`config.mk`:
```
export PLATFORM = sky130hd
export DESIGN_NAME = s1_feed_ctrl
export DESIGN_NICKNAME = d
export VERILOG_FILES = /design/src/rtl/s1_feed_ctrl_pkg.sv /design/src/rtl/s1_feed_ctrl.sv
export SDC_FILE = /design/constraint.sdc
export NUM_CORES = 1
export LEC_CHECK = 0
export BUFFER_PORTS_ARGS = -buffer_cell sky130_fd_sc_hd__buf_2
export CORE_UTILIZATION = 43
export CTS_CLUSTER_DIAMETER = 120
export DETAILED_ROUTE_END_ITERATION = 7
export PLACE_DENSITY = 0.76
export SLEW_MARGIN = 10
export SYNTH_ARGS = -nofsm -noshare
export SYNTH_HDL_FRONTEND = slang
export SYNTH_SLANG_ARGS = --single-unit
```
`constraint.sdc`:
```
create_clock -name clk -period 3.7 [get_ports clk]
set_input_delay 0.925 -clock clk [delete_from_list [all_inputs] [get_ports clk]]
set_output_delay 0.925 -clock clk [all_outputs]
set_load 0.01 [all_outputs]
```
`src/rtl/s1_feed_ctrl_pkg.sv`:
```
// Shared definitions for the s1 feeder: FSM states, batch size and drain-order select helper.
package s1_feed_ctrl_pkg;

  localparam int NUM_WORDS = 4;
  localparam int SEL_W     = 2;

  typedef enum logic [1:0] {
    ST_IDLE  = 2'd0,
    ST_LOAD  = 2'd1,
    ST_DRAIN = 2'd2,
    ST_CLEAR = 2'd3
  } state_t;

  // Maps the drain step counter onto the holding-register index for the chosen order.
  function automatic logic [SEL_W-1:0] drain_sel(input logic rev_q, input logic [SEL_W-1:0] cnt);
    return rev_q ? (SEL_W'(NUM_WORDS - 1) - cnt) : cnt;
  endfunction

endpackage

```
`src/rtl/s1_feed_ctrl.sv`:
```
// Loads four words into holding registers, then steps the s1 mux selects so each word is emitted once.
module s1_feed_ctrl
  import s1_feed_ctrl_pkg::*;
#(
  parameter int N = 1
) (
  input  logic         clk,
  input  logic         clr,
  input  logic [N-1:0] in_data,
  input  logic         in_valid,
  output logic         in_ready,
  input  logic         rev,
  input  logic         flush,
  output logic [N-1:0] D0,
  output logic [N-1:0] D1,
  output logic [N-1:0] D2,
  output logic [N-1:0] D3,
  output logic         A1,
  output logic         B1,
  output logic         A0,
  output logic         s1_clr,
  output logic         out_valid,
  output logic [1:0]   out_idx,
  output logic         busy
);

  state_t           r_state;
  state_t           w_state_next;
  logic [SEL_W-1:0] r_cnt;
  logic [SEL_W-1:0] w_cnt_next;
  logic [N-1:0]     r_d [NUM_WORDS];
  logic             r_rev;
  logic             r_out_valid;
  logic [SEL_W-1:0] r_out_idx;

  logic             w_accept;
  logic             w_store;
  logic             w_clear_d;
  logic             w_latch_rev;
  logic [SEL_W-1:0] w_wr_idx;
  logic [SEL_W-1:0] w_sel;

  assign in_ready = (r_state == ST_IDLE) || (r_state == ST_LOAD);
  assign w_accept = in_valid && in_ready;
  assign w_sel    = (r_state == ST_DRAIN) ? drain_sel(r_rev, r_cnt) : '0;
  assign w_wr_idx = (r_state == ST_IDLE) ? '0 : r_cnt;

  always_comb begin
    w_state_next = r_state;
    w_cnt_next   = r_cnt;
    w_store      = 1'b0;
    w_clear_d    = 1'b0;
    w_latch_rev  = 1'b0;
    case (r_state)
      ST_IDLE: begin
        if (w_accept) begin
          w_store      = 1'b1;
          w_cnt_next   = 2'd1;
          w_state_next = ST_LOAD;
        end
      end
      ST_LOAD: begin
        // A word offered alongside flush is dropped together with the partial batch.
        if (flush) begin
          w_clear_d    = 1'b1;
          w_cnt_next   = '0;
          w_state_next = ST_IDLE;
        end else if (w_accept) begin
          w_store = 1'b1;
          if (r_cnt == SEL_W'(NUM_WORDS - 1)) begin
            w_latch_rev  = 1'b1;
            w_cnt_next   = '0;
            w_state_next = ST_DRAIN;
          end else begin
            w_cnt_next = r_cnt + 1'b1;
          end
        end
      end
      ST_DRAIN: begin
        if (flush || r_cnt == SEL_W'(NUM_WORDS - 1)) begin
          w_cnt_next   = '0;
          w_state_next = ST_CLEAR;
        end else begin
          w_cnt_next = r_cnt + 1'b1;
        end
      end
      default: begin
        w_cnt_next   = '0;
        w_state_next = ST_IDLE;
      end
    endcase
  end

  always_ff @(posedge clk or posedge clr) begin
    if (clr) begin
      r_state     <= ST_IDLE;
      r_cnt       <= '0;
      r_rev       <= 1'b0;
      r_out_valid <= 1'b0;
      r_out_idx   <= '0;
      for (int i = 0; i < NUM_WORDS; i++) r_d[i] <= '0;
    end else begin
      r_state     <= w_state_next;
      r_cnt       <= w_cnt_next;
      // Registered so valid/index line up with the s1 cell's one-cycle output register.
      r_out_valid <= (r_state == ST_DRAIN) && !flush;
      r_out_idx   <= w_sel;
      if (w_latch_rev) r_rev <= rev;
      if (w_clear_d) begin
        for (int i = 0; i < NUM_WORDS; i++) r_d[i] <= '0;
      end else if (w_store) begin
        r_d[w_wr_idx] <= in_data;
      end
    end
  end

  assign D0        = r_d[0];
  assign D1        = r_d[1];
  assign D2        = r_d[2];
  assign D3        = r_d[3];
  assign A1        = w_sel[1];
  assign A0        = w_sel[0];
  assign B1        = 1'b0;
  assign s1_clr    = (r_state != ST_DRAIN);
  assign out_valid = r_out_valid;
  assign out_idx   = r_out_idx;
  assign busy      = (r_state != ST_IDLE);

endmodule
```
==> summary.txt, run 1 <==
Finish
  – Post-route cell area: 749.5 µm²
  – Layout net count: 87
  – Layout area overhead: 14.53%
  – Antenna diodes: 0
  – Fill count: between 100 and 150
  – Area occupied by multi-input gates: approximately 300 µm²
  – Reg area: about 300 µm²
  – Share of layout cells above drive strength 1: about a third

Logic synthesis
  – Most frequent cell after synthesis: dfrtp_1
  – Seq/Total Area, Yosys: 45.89%
  – Mapped Cells: 63
  – Syn_area_per_cell: a little over 10 µm²
  – Synth cell count leaders: dfrtp_1, nand2_1, mux2i_1, nor2_1
  – Synth Warn #: 0
  – Area contributors post-synth: dfrtp_1, mux2i_1, nand2_1
  – Post-synth cell types: 28
  – Mux cell area share after synthesis: under 10%
  – Post-synthesis simple-gate area fraction: between 20% and 30%
  – Cell Area, Synth: between 600 and 700 µm²
  – Syn nets: 70
  – Synth async-reset ratio: 100.0%
  – Synthesis-stage register bit count: 12
  – Post-synth top flop: dfrtp_1
  – Post-Synth Adder-Cell Area: between 1.5 and 2%
  – Dominant cell type by area after synthesis: dfrtp_1
  – Number of synthesized flops with an enable pin: 0
  – Synth Area in Compound Gates: around 9.0%
  – Area share of the largest cell type after synthesis: between 40% and 50%
  – XOR/XNOR Fraction of Synth Area: 2.677%
  – Largest family of logic cells by synthesized area: simple AND/OR/NAND/NOR gates

Floorplanning
  – Die outline height: 41.01 µm
  – Die Area: 0.001682 mm²
  – Cell Rows: 13
  – Die width: approximately 41 µm
  – Boundary Pins: 19
  – Core box area: 0.001350 mm²
  – Initial Utilization: 48.47%

Global route
  – Total track usage: between 10% and 20%
  – Vias in the first global route: about 410
  – First-pass GRT wire length: 1.725 mm
  – Overflow after GRT: 0
  – Largest net degree at the start of global routing: 13
  – Initial antenna violation count: 0

Worst setup path
  – Max stage delay on crit path: about 0.46 ns
  – Stages on the worst setup path: 3
  – Nature of the critical path startpoint: register
  – Top delay family on crit path: flip-flops
  – Critical path's slowest cell: dfrtp_1
  – Crit path max fanout: 10
  – Setup crit end kind: output port
  – Worst path cell trace: nand2b_1 > nor2_1 > buf_2
  – Kind of critical path: register to output port
  – Worst R2R Path Depth: 4
  – WP buf/inv: 1
  – CP Data Arrival Time: approximately 1.3 ns
  – Required time of the worst setup path: roughly 2.8 ns

Clocking
  – CTS Buffer Depth: 2
  – CTS tree: yes
  – # clock sinks: 12
  – Reg clk slew, reported paths: 0.07 ns
  – Cts repair resizes: 0
  – CTS H-tree depth: 1
  – Root Buffer Master: clkbuf_4
  – # hold bufs at CTS: 0
  – Number of buffers created by CTS: 3
  – Clock Latency Late Sink: between 0.2 and 0.3 ns
  – Setup Fix Bufs, Post-CTS: 0

Flow run
  – Max_cap viols: 0

Routing
  – DRC viols: 0
  – DR vias/cell: a little over 5
  – Routed WL: between 1 and 1.5 mm
  – DR iter-0 viols: 12
  – Post-route ant nets: 0
  – Routed WL per cell: around 12 µm
  – Total number of vias: 481
  – Drt pass-1 iters: 4

Power
  – Leak: between 0.4 and 0.5 nW
  – PD cells: roughly 570 mW/mm²
  – Total power draw: between 0.4 and 0.5 mW
  – Maximum vdd drop: 270.7 µV

Place
  – Dpl cell area: 713.2 µm²
  – Dpl hpwl: 847.8 µm
  – PortBufs: 17
  – GPL Wtd Cong: about 0.78

STA
  – Min cycle time layout: between 2 and 2.5 ns
  – Total negative setup slack: 0 ns
  – Fin Hold WS: about 0.53 ns
  – Final Hold Vio Count: 0
  – Final setup violation count: 0
  – Fin crit share: 60.80%
  – Fin. max-slew vios: 0
  – Skew final: 0.002926 ns
  – RSZ-0062 raised after global routing: no
  – Fmax achieved: roughly 440 MHz

Worst hold path
  – Hold Path Stages: 2
  – HP Class: register to register

Status
  – Status: complete, no violations
logic make-up after synthesis:
group	Yosys count
fa+ha+maj	1
buf+inv	8
simple gates	27
mux	5
flops	12
xor+xnor	2
compound gates	7
other cells	1
layout by cell type (no fill, tap or decap), types with 2 or more instances in the layout:
cell type   n
inv_1       3
mux2i_1     4
clkbuf_4    3
dfrtp_1    12
nor3_1      2
nor2_1      4
nand3_1     2
xnor2_1     2
buf_2      17
nand2_1     8
o21bai_1    2
nand3b_1    3
routing by layer:
metal / vias to the layer above / wire, µm / GRT usage, %
li1: 245 / - / -
met1: 218 / 514 / 20.13
met2: 18 / 536 / 24.61
met3: 0 / 89 / 9.783
met4: 0 / 0 / 2.500
met5: - / 0 / 0
area by class of cell:
type	instances	area share, %
flip-flops and latches	12	40.07
multi-input cells	43	39.73
repair buffers	17	11.35
clock buffers	4	4.841
well taps	15	2.504
inverters	3	1.503
report_power, final:
group          switching (mW)  leakage (nW)  internal [mW]
clock                  0.0420        0.0210         0.0598
sequential             0.0398         0.160          0.158
combinational          0.0571         0.220         0.0709
total                   0.139         0.401          0.288
metrics by stage:
stage	instances	util, %	setup WS (ns)
after floorplan	63	-	1.799
after global placement	90	52.83	1.783
after detailed placement	90	52.83	1.735
after CTS	94	55.51	1.432
after global routing	94	55.51	1.344
final	94	55.51	1.450
registers in the layout, summed over array words and instances (netlist names):
name / cells
out_valid: 1
r_state: 2
D1: 1
out_idx: 2
D3: 1
r_rev: 1
D2: 1
D0: 1
r_cnt: 2
worst register-to-register path, cell delays in order, from the launching register on:
cell and delay, ns:
dfrtp_1 0.55, ha_1 0.34, or3b_1 0.16, a211oi_2 0.06, or3_1 0.36
worst paths after layout:
path	start	slack (ns)	endpoint
worst max-delay path	r_state[0]$_DFFE_PP0P_	1.45	A1
worst min-delay path	D1$_DFFE_PP0P_	0.53	D1$_DFFE_PP0P_
worst max register to register	r_cnt[0]$_DFFE_PP0P_	2.12	r_cnt[0]$_DFFE_PP0P_
worst min register to register	D1$_DFFE_PP0P_	0.53	D1$_DFFE_PP0P_
max in group asynchronous	clr	2.75	D0$_DFFE_PP0P_
min in group asynchronous	clr	0.64	out_valid$_DFF_PP0_
(Power assumes the default switching activity.)
==> run 2, diff against run 1 <==
==> constraint.sdc (replaced) <==
create_clock -name clk -period 2.3 [get_ports clk]
set_input_delay 0.575 -clock clk [delete_from_list [all_inputs] [get_ports clk]]
set_output_delay 0.575 -clock clk [all_outputs]
set_load 0.01 [all_outputs]
==> run 2 against run 1 <==
Net effect:
- clock power increased by 65%
- utilization unchanged
- critical path depth unchanged
- worst hold slack got worse by 0.24 ns
- final cell count unchanged
- power increased by 61%
- die area unchanged
- flip-flop and latch count unchanged
- critical endpoint unchanged
- largest power group unchanged
==> summary.txt, run 2 (same netlist as run 1, synthesis figures left out) <==
Power
  – Maximum vdd drop: 359.5 µV (+33%)
  – PD cells: 917.0 mW/mm² (+61%)
  – Leak: 0.4013 nW (unchanged)
  – Total power draw: 0.6873 mW (+61%)

Floorplanning
  – Initial Utilization: 48.47% (unchanged)
  – Die width: 41.01 µm (unchanged)
  – Boundary Pins: 19 (unchanged)
  – Die outline height: 41.01 µm (unchanged)
  – Die Area: 0.001682 mm² (unchanged)
  – Cell Rows: 13 (unchanged)
  – Core box area: 0.001350 mm² (unchanged)

Clocking
  – # clock sinks: 12 (unchanged)
  – Root Buffer Master: clkbuf_4
  – Number of buffers created by CTS: 3 (unchanged)
  – Clock Latency Late Sink: 0.27 ns (about the same)
  – CTS H-tree depth: 1 (unchanged)
  – CTS tree: yes
  – # hold bufs at CTS: 0 (unchanged)
  – Cts repair resizes: 0 (unchanged)
  – Setup Fix Bufs, Post-CTS: 0 (unchanged)
  – CTS Buffer Depth: 2 (unchanged)
  – Reg clk slew, reported paths: 0.08 ns (about the same)

STA
  – Final Hold Vio Count: 0 (unchanged)
  – Min cycle time layout: roughly 1.9 ns
  – Fmax achieved: between 500 and 600 MHz
  – Total negative setup slack: 0 ns (unchanged)
  – Fin. max-slew vios: 0 (unchanged)
  – Final setup violation count: 0 (unchanged)
  – RSZ-0062 raised after global routing: no
  – Fin crit share: approximately 83%
  – Skew final: 0.004282 ns (+0.001356 ns)

Place
  – Dpl cells: 90 (unchanged)
  – PortBufs: 17 (unchanged)
  – Dpl hpwl: 791.2 µm (-6.7%)
  – Dpl cell area: 713.2 µm² (unchanged)
  – GPL Wtd Cong: 0.7810 (about the same)

Finish
  – Fill count: 121 (-6.9%)
  – Layout area overhead: 14.53% (unchanged)
  – Final core utilization: 55.51% (unchanged)
  – Layout net count: 87 (unchanged)
  – Post-route cell area: 749.5 µm² (unchanged)
  – Antenna diodes: 0 (unchanged)
  – Finished Layout Cells: 94 (unchanged)
  – Commonest cells after routing, fill and taps aside: buf_2, dfrtp_1, nand2_1, mux2i_1, nor2_1
  – Commonest non-fill, non-tap cell in the layout: buf_2
  – Share of layout cells above drive strength 1: 34.18% (unchanged)

Routing
  – DR iter-0 viols: 9 (-3)
  – DR vias/cell: 5.096 (-0.42%)
  – DRC viols: 0 (unchanged)
  – Routed WL: 1.095 mm (-3.9%)
  – Post-route ant nets: 0 (unchanged)
  – Routed WL per cell: 11.65 µm (-3.9%)
  – Total number of vias: 479 (-0.42%)
  – Drt pass-1 iters: 4 (unchanged)

Worst setup path
  – Kind of critical path: register to output port
  – CP Data Arrival Time: 1.34 ns (+0.02 ns)
  – Max stage delay on crit path: 0.46 ns (about the same)
  – Crit path max fanout: 10 (unchanged)
  – Nature of the critical path startpoint: register
  – RR Startpoint: r_cnt[0]$_DFFE_PP0P_
  – Required time of the worst setup path: 1.73 ns (-1.04 ns)
  – Critical path's slowest cell: dfrtp_1
  – Internal reg-to-reg setup slack: 0.74 ns (-1.38 ns)
  – Worst r2r dst: r_cnt[0]$_DFFE_PP0P_
  – Worst R2R Path Depth: 4 (unchanged)
  – Worst path cell trace: nand2b_1 > nor2_1 > buf_2
  – Setup crit end kind: output port

Global route
  – Vias in the first global route: 394 (-4.6%)
  – Total track usage: 16.08% (-0.24 points)
  – Initial antenna violation count: 0 (unchanged)
  – Overflow after GRT: 0 (unchanged)
  – Largest net degree at the start of global routing: 13 (unchanged)
  – First-pass GRT wire length: 1.656 mm (-4.0%)

Flow run
  – Max_cap viols: 0 (unchanged)

Worst hold path
  – HP Class: input pin to asynchronous set/reset pin

Status
  – Status: complete, no violations
-- run 2: layout make-up --
cell class | count | area (µm²) | share of cell area [%]
clock buffer | 4 | 36.28 | 4.841
tap | 15 | 18.77 | 2.504
inverter | 3 | 11.26 | 1.503
multi-input combinational | 43 | 297.8 | 39.73
timing repair buffer | 17 | 85.08 | 11.35
sequential | 12 | 300.3 | 40.07
-- run 2: metal layers --
metal | up-vias | GRT usage [%] | part of all wire (%)
met5 | - | 0 | 0
met4 | 0 | 7.500 | 0
met3 | 0 | 8.152 | 7.0
met2 | 18 | 24.22 | 45
met1 | 218 | 18.73 | 48
li1 | 243 | - | -
-- run 2: worst max-delay path by stage --
stage / depth (start not counted) / slack (ns) / from / end
after CTS: 3 / 0.38 / r_state[0]$_DFFE_PP0P_ / A1
after floorplan: 4 / 0.75 / r_state[0]$_DFFE_PP0P_ / A0
final: 3 / 0.39 / r_state[0]$_DFFE_PP0P_ / A1
after global routing: 3 / 0.31 / r_state[0]$_DFFE_PP0P_ / A1
after detailed placement: 3 / 0.68 / r_state[0]$_DFFE_PP0P_ / A1
after global placement: 3 / 0.73 / r_state[0]$_DFFE_PP0P_ / A1
-- run 2: report_power, final --
group / leakage, nW / switching [mW] / internal, mW / total (mW)
sequential: 0.160 / 0.0620 / 0.253 / 0.315
clock: 0.0210 / 0.0718 / 0.0962 / 0.168
combinational: 0.220 / 0.0900 / 0.114 / 0.204
-- run 2: critical path, delay by kind of cell (launching register included) --
family | cells | cell delay (ns)
buffers and inverters | 1 | 0.15
DFF | 1 | 0.46
and+or+nand+nor | 2 | 0.45
-- run 2: stage by stage --
stage / hold WS (ns) / setup WS, ns
2_1_floorplan: 0.4397 / 0.7486
3_3_place_gp: 0.5157 / 0.7321
3_5_place_dp: 0.5178 / 0.6793
4_1_cts: 0.3030 / 0.3751
5_1_grt: 0.3380 / 0.3059
6_report: 0.2897 / 0.3892
==> run 3, diff against run 2 <==
--- a/config.mk
+++ b/config.mk
@@ -9,7 +9,7 @@
 export CORE_UTILIZATION = 43
 export CTS_CLUSTER_DIAMETER = 120
 export DETAILED_ROUTE_END_ITERATION = 7
-export PLACE_DENSITY = 0.76
+export PLACE_DENSITY = 0.79
 export SLEW_MARGIN = 10
 export SYNTH_ARGS = -nofsm -noshare
 export SYNTH_HDL_FRONTEND = slang
==> constraint.sdc (replaced) <==
create_clock -name clk -period 1.6 [get_ports clk]
set_input_delay 0.4 -clock clk [delete_from_list [all_inputs] [get_ports clk]]
set_output_delay 0.4 -clock clk [all_outputs]
set_load 0.01 [all_outputs]
==> run 3 against run 2 <==
Net effect:
- combinational power is 94% higher
- clock skew is 0.0023 ns higher
- routed wire length is 25% higher
- power rose by 48%
- via count grew 14%
- final cell count increased by 5.3%
- critical path type unchanged
- largest cell class is now multi-input gates
==> summary.txt, run 3 (same netlist as run 1, synthesis figures left out) <==
Routing
  – DR vias/cell: 5.505 (+8.0%)
  – DR iter-0 viols: 7 (-2)
  – Metal3 WL: 100 µm (+30%)
  – Routed WL: 1.368 mm (+25%)
  – Post-route ant nets: 0 (unchanged)
  – Highest metal used: met3
  – Drt pass-1 iters: 3 (-1)
  – Metal2 WL: 691 µm (+40%)
  – WL met1: 576 µm (+10%)
  – Routed WL per cell: 13.82 µm (+19%)
  – DRC viols: 0 (unchanged)
  – Total number of vias: 545 (+14%)

STA
  – Skew final: 0.006579 ns (+0.002297 ns)
  – Fin Hold WS: 0.1182 ns (-0.1715 ns)
  – Final Hold Vio Count: 0 (unchanged)
  – RSZ-0062 raised after global routing: yes
  – Setup WS post-layout: 0.03336 ns (-0.3558 ns)
  – Min cycle time layout: 1.567 ns
  – Total negative setup slack: 0 ns (unchanged)
  – Fmax achieved: around 640 MHz
  – Fin crit share: a little over nine tenths
  – Fin. max-slew vios: 0 (unchanged)
  – Final setup violation count: 0 (unchanged)

Place
  – Dpl cell area: 728.2 µm² (+2.1%)
  – Dpl hpwl: 915.1 µm (+16%)
  – PortBufs: 17 (unchanged)
  – GPL Wtd Cong: 0.8738 (+12%)
  – Dpl cells: 92 (+2.2%)
  – Setup WS pre-CTS: 0.1613 ns (-0.5180 ns)

Power
  – PD cells: 1276 mW/mm² (+39%)
  – Total power draw: 1.017 mW (+48%)
  – Leak: 0.4261 nW (+6.2%)
  – Maximum vdd drop: 756.5 µV (+110%)

Worst setup path
  – CP Data Arrival Time: 1.17 ns (-0.17 ns)
  – Kind of critical path: register to output port
  – Required time of the worst setup path: 1.20 ns (-0.53 ns)
  – Nature of the critical path startpoint: register
  – Crit path max fanout: 4 (-6)
  – Setup crit end kind: output port

Flow run
  – Max_cap viols: 0 (unchanged)

Finish
  – Antenna diodes: 0 (unchanged)
  – Finished Layout Cells: 99 (+5.3%)
  – Layout area overhead: 21.80%
  – Commonest non-fill, non-tap cell in the layout: buf_2
  – Share of layout cells above drive strength 1: 45.24% (+11 points)
  – Post-route cell area: 797.0 µm² (+6.3%)
  – Final core utilization: 59.04% (+3.5 points)
  – Layout net count: 93 (+6.9%)
  – Commonest cells after routing, fill and taps aside: buf_2, dfrtp_1, nand2_1, buf_4, mux2i_1

Floorplanning
  – Initial Utilization: 48.47% (unchanged)
  – Die width: 41.01 µm (unchanged)
  – Die Area: 0.001682 mm² (unchanged)
  – Boundary Pins: 19 (unchanged)
  – Cell Rows: 13 (unchanged)
  – Core box area: 0.001350 mm² (unchanged)
  – Die outline height: 41.01 µm (unchanged)

Clocking
  – Reg clk slew, reported paths: 0.07 ns (about the same)
  – Clock Latency Late Sink: 0.27 ns (about the same)
  – Number of buffers created by CTS: 3 (unchanged)
  – # hold bufs at CTS: 0 (unchanged)
  – CTS Buffer Depth: 2 (unchanged)
  – # clock sinks: 12 (unchanged)
  – CTS H-tree depth: 1 (unchanged)
  – Root Buffer Master: clkbuf_4
  – CTS tree: yes

Worst hold path
  – HP Class: input pin to asynchronous set/reset pin

Global route
  – First-pass GRT wire length: 2.159 mm (+30%)
  – Vias in the first global route: 503 (+28%)
  – Overflow after GRT: 0 (unchanged)
  – Total track usage: 20.45% (+4.4 points)
  – Largest net degree at the start of global routing: 13 (unchanged)
  – Initial antenna violation count: 0 (unchanged)

Status
  – Status: complete, no violations
run 3: cell types whose count changed in the layout (fill, tap and decap cells not counted), sizes merged:
cell / change
clkbuf: -1
buf: +6
run 3: layout make-up:
class	instances	area, µm²
clock buffers	3	22.52
fillers	121	553.0
inverters	3	11.26
multi-input cells	43	310.3
flip-flops and latches	12	304.0
well taps	15	18.77
repair buffers	23	130.1
run 3: layer usage:
metal | vias to the layer above | global-route usage, %
met3 | 0 | 8.152
met4 | 0 | 6.667
li1 | 257 | -
met5 | - | 0
met2 | 20 | 33.59
met1 | 268 | 23.99
run 3: power by group:
group / total [mW] / switching [mW] / internal (mW)
combinational: 0.395 / 0.184 / 0.211
clock: 0.183 / 0.0963 / 0.0871
sequential: 0.439 / 0.0706 / 0.368
run 3: path summary, 6_finish.rpt:
| kind | depth (start not counted) | from | slack [ns] | end |
|---|---|---|---|---|
| max | 2 | r_state[1]$_DFFE_PP0P_ | 0.03 | busy |
| min | 2 | clr | 0.12 | r_cnt[0]$_DFFE_PP0P_ |
| max reg2reg | 4 | r_state[1]$_DFFE_PP0P_ | 0.18 | r_rev$_DFFE_PP0P_ |
| min reg2reg | 2 | D2$_DFFE_PP0P_ | 0.53 | D2$_DFFE_PP0P_ |
| max in group asynchronous | 2 | clr | 1.14 | r_state[0]$_DFFE_PP0P_ |
| min in group clk | 2 | rev | 0.36 | r_rev$_DFFE_PP0P_ |
run 3: repair_timing:
action | in CTS | in global routing
setup endpoints to repair | 3 | 2
resized for setup | 4 | 3
hold endpoints to repair | 0 | 0
buffers inserted | 4 | 0
run 3: worst max-delay path, cell delays in order (launching register included):
cell and delay (ns):
dfrtp_2 0.45, or2_2 0.31, buf_2 0.14
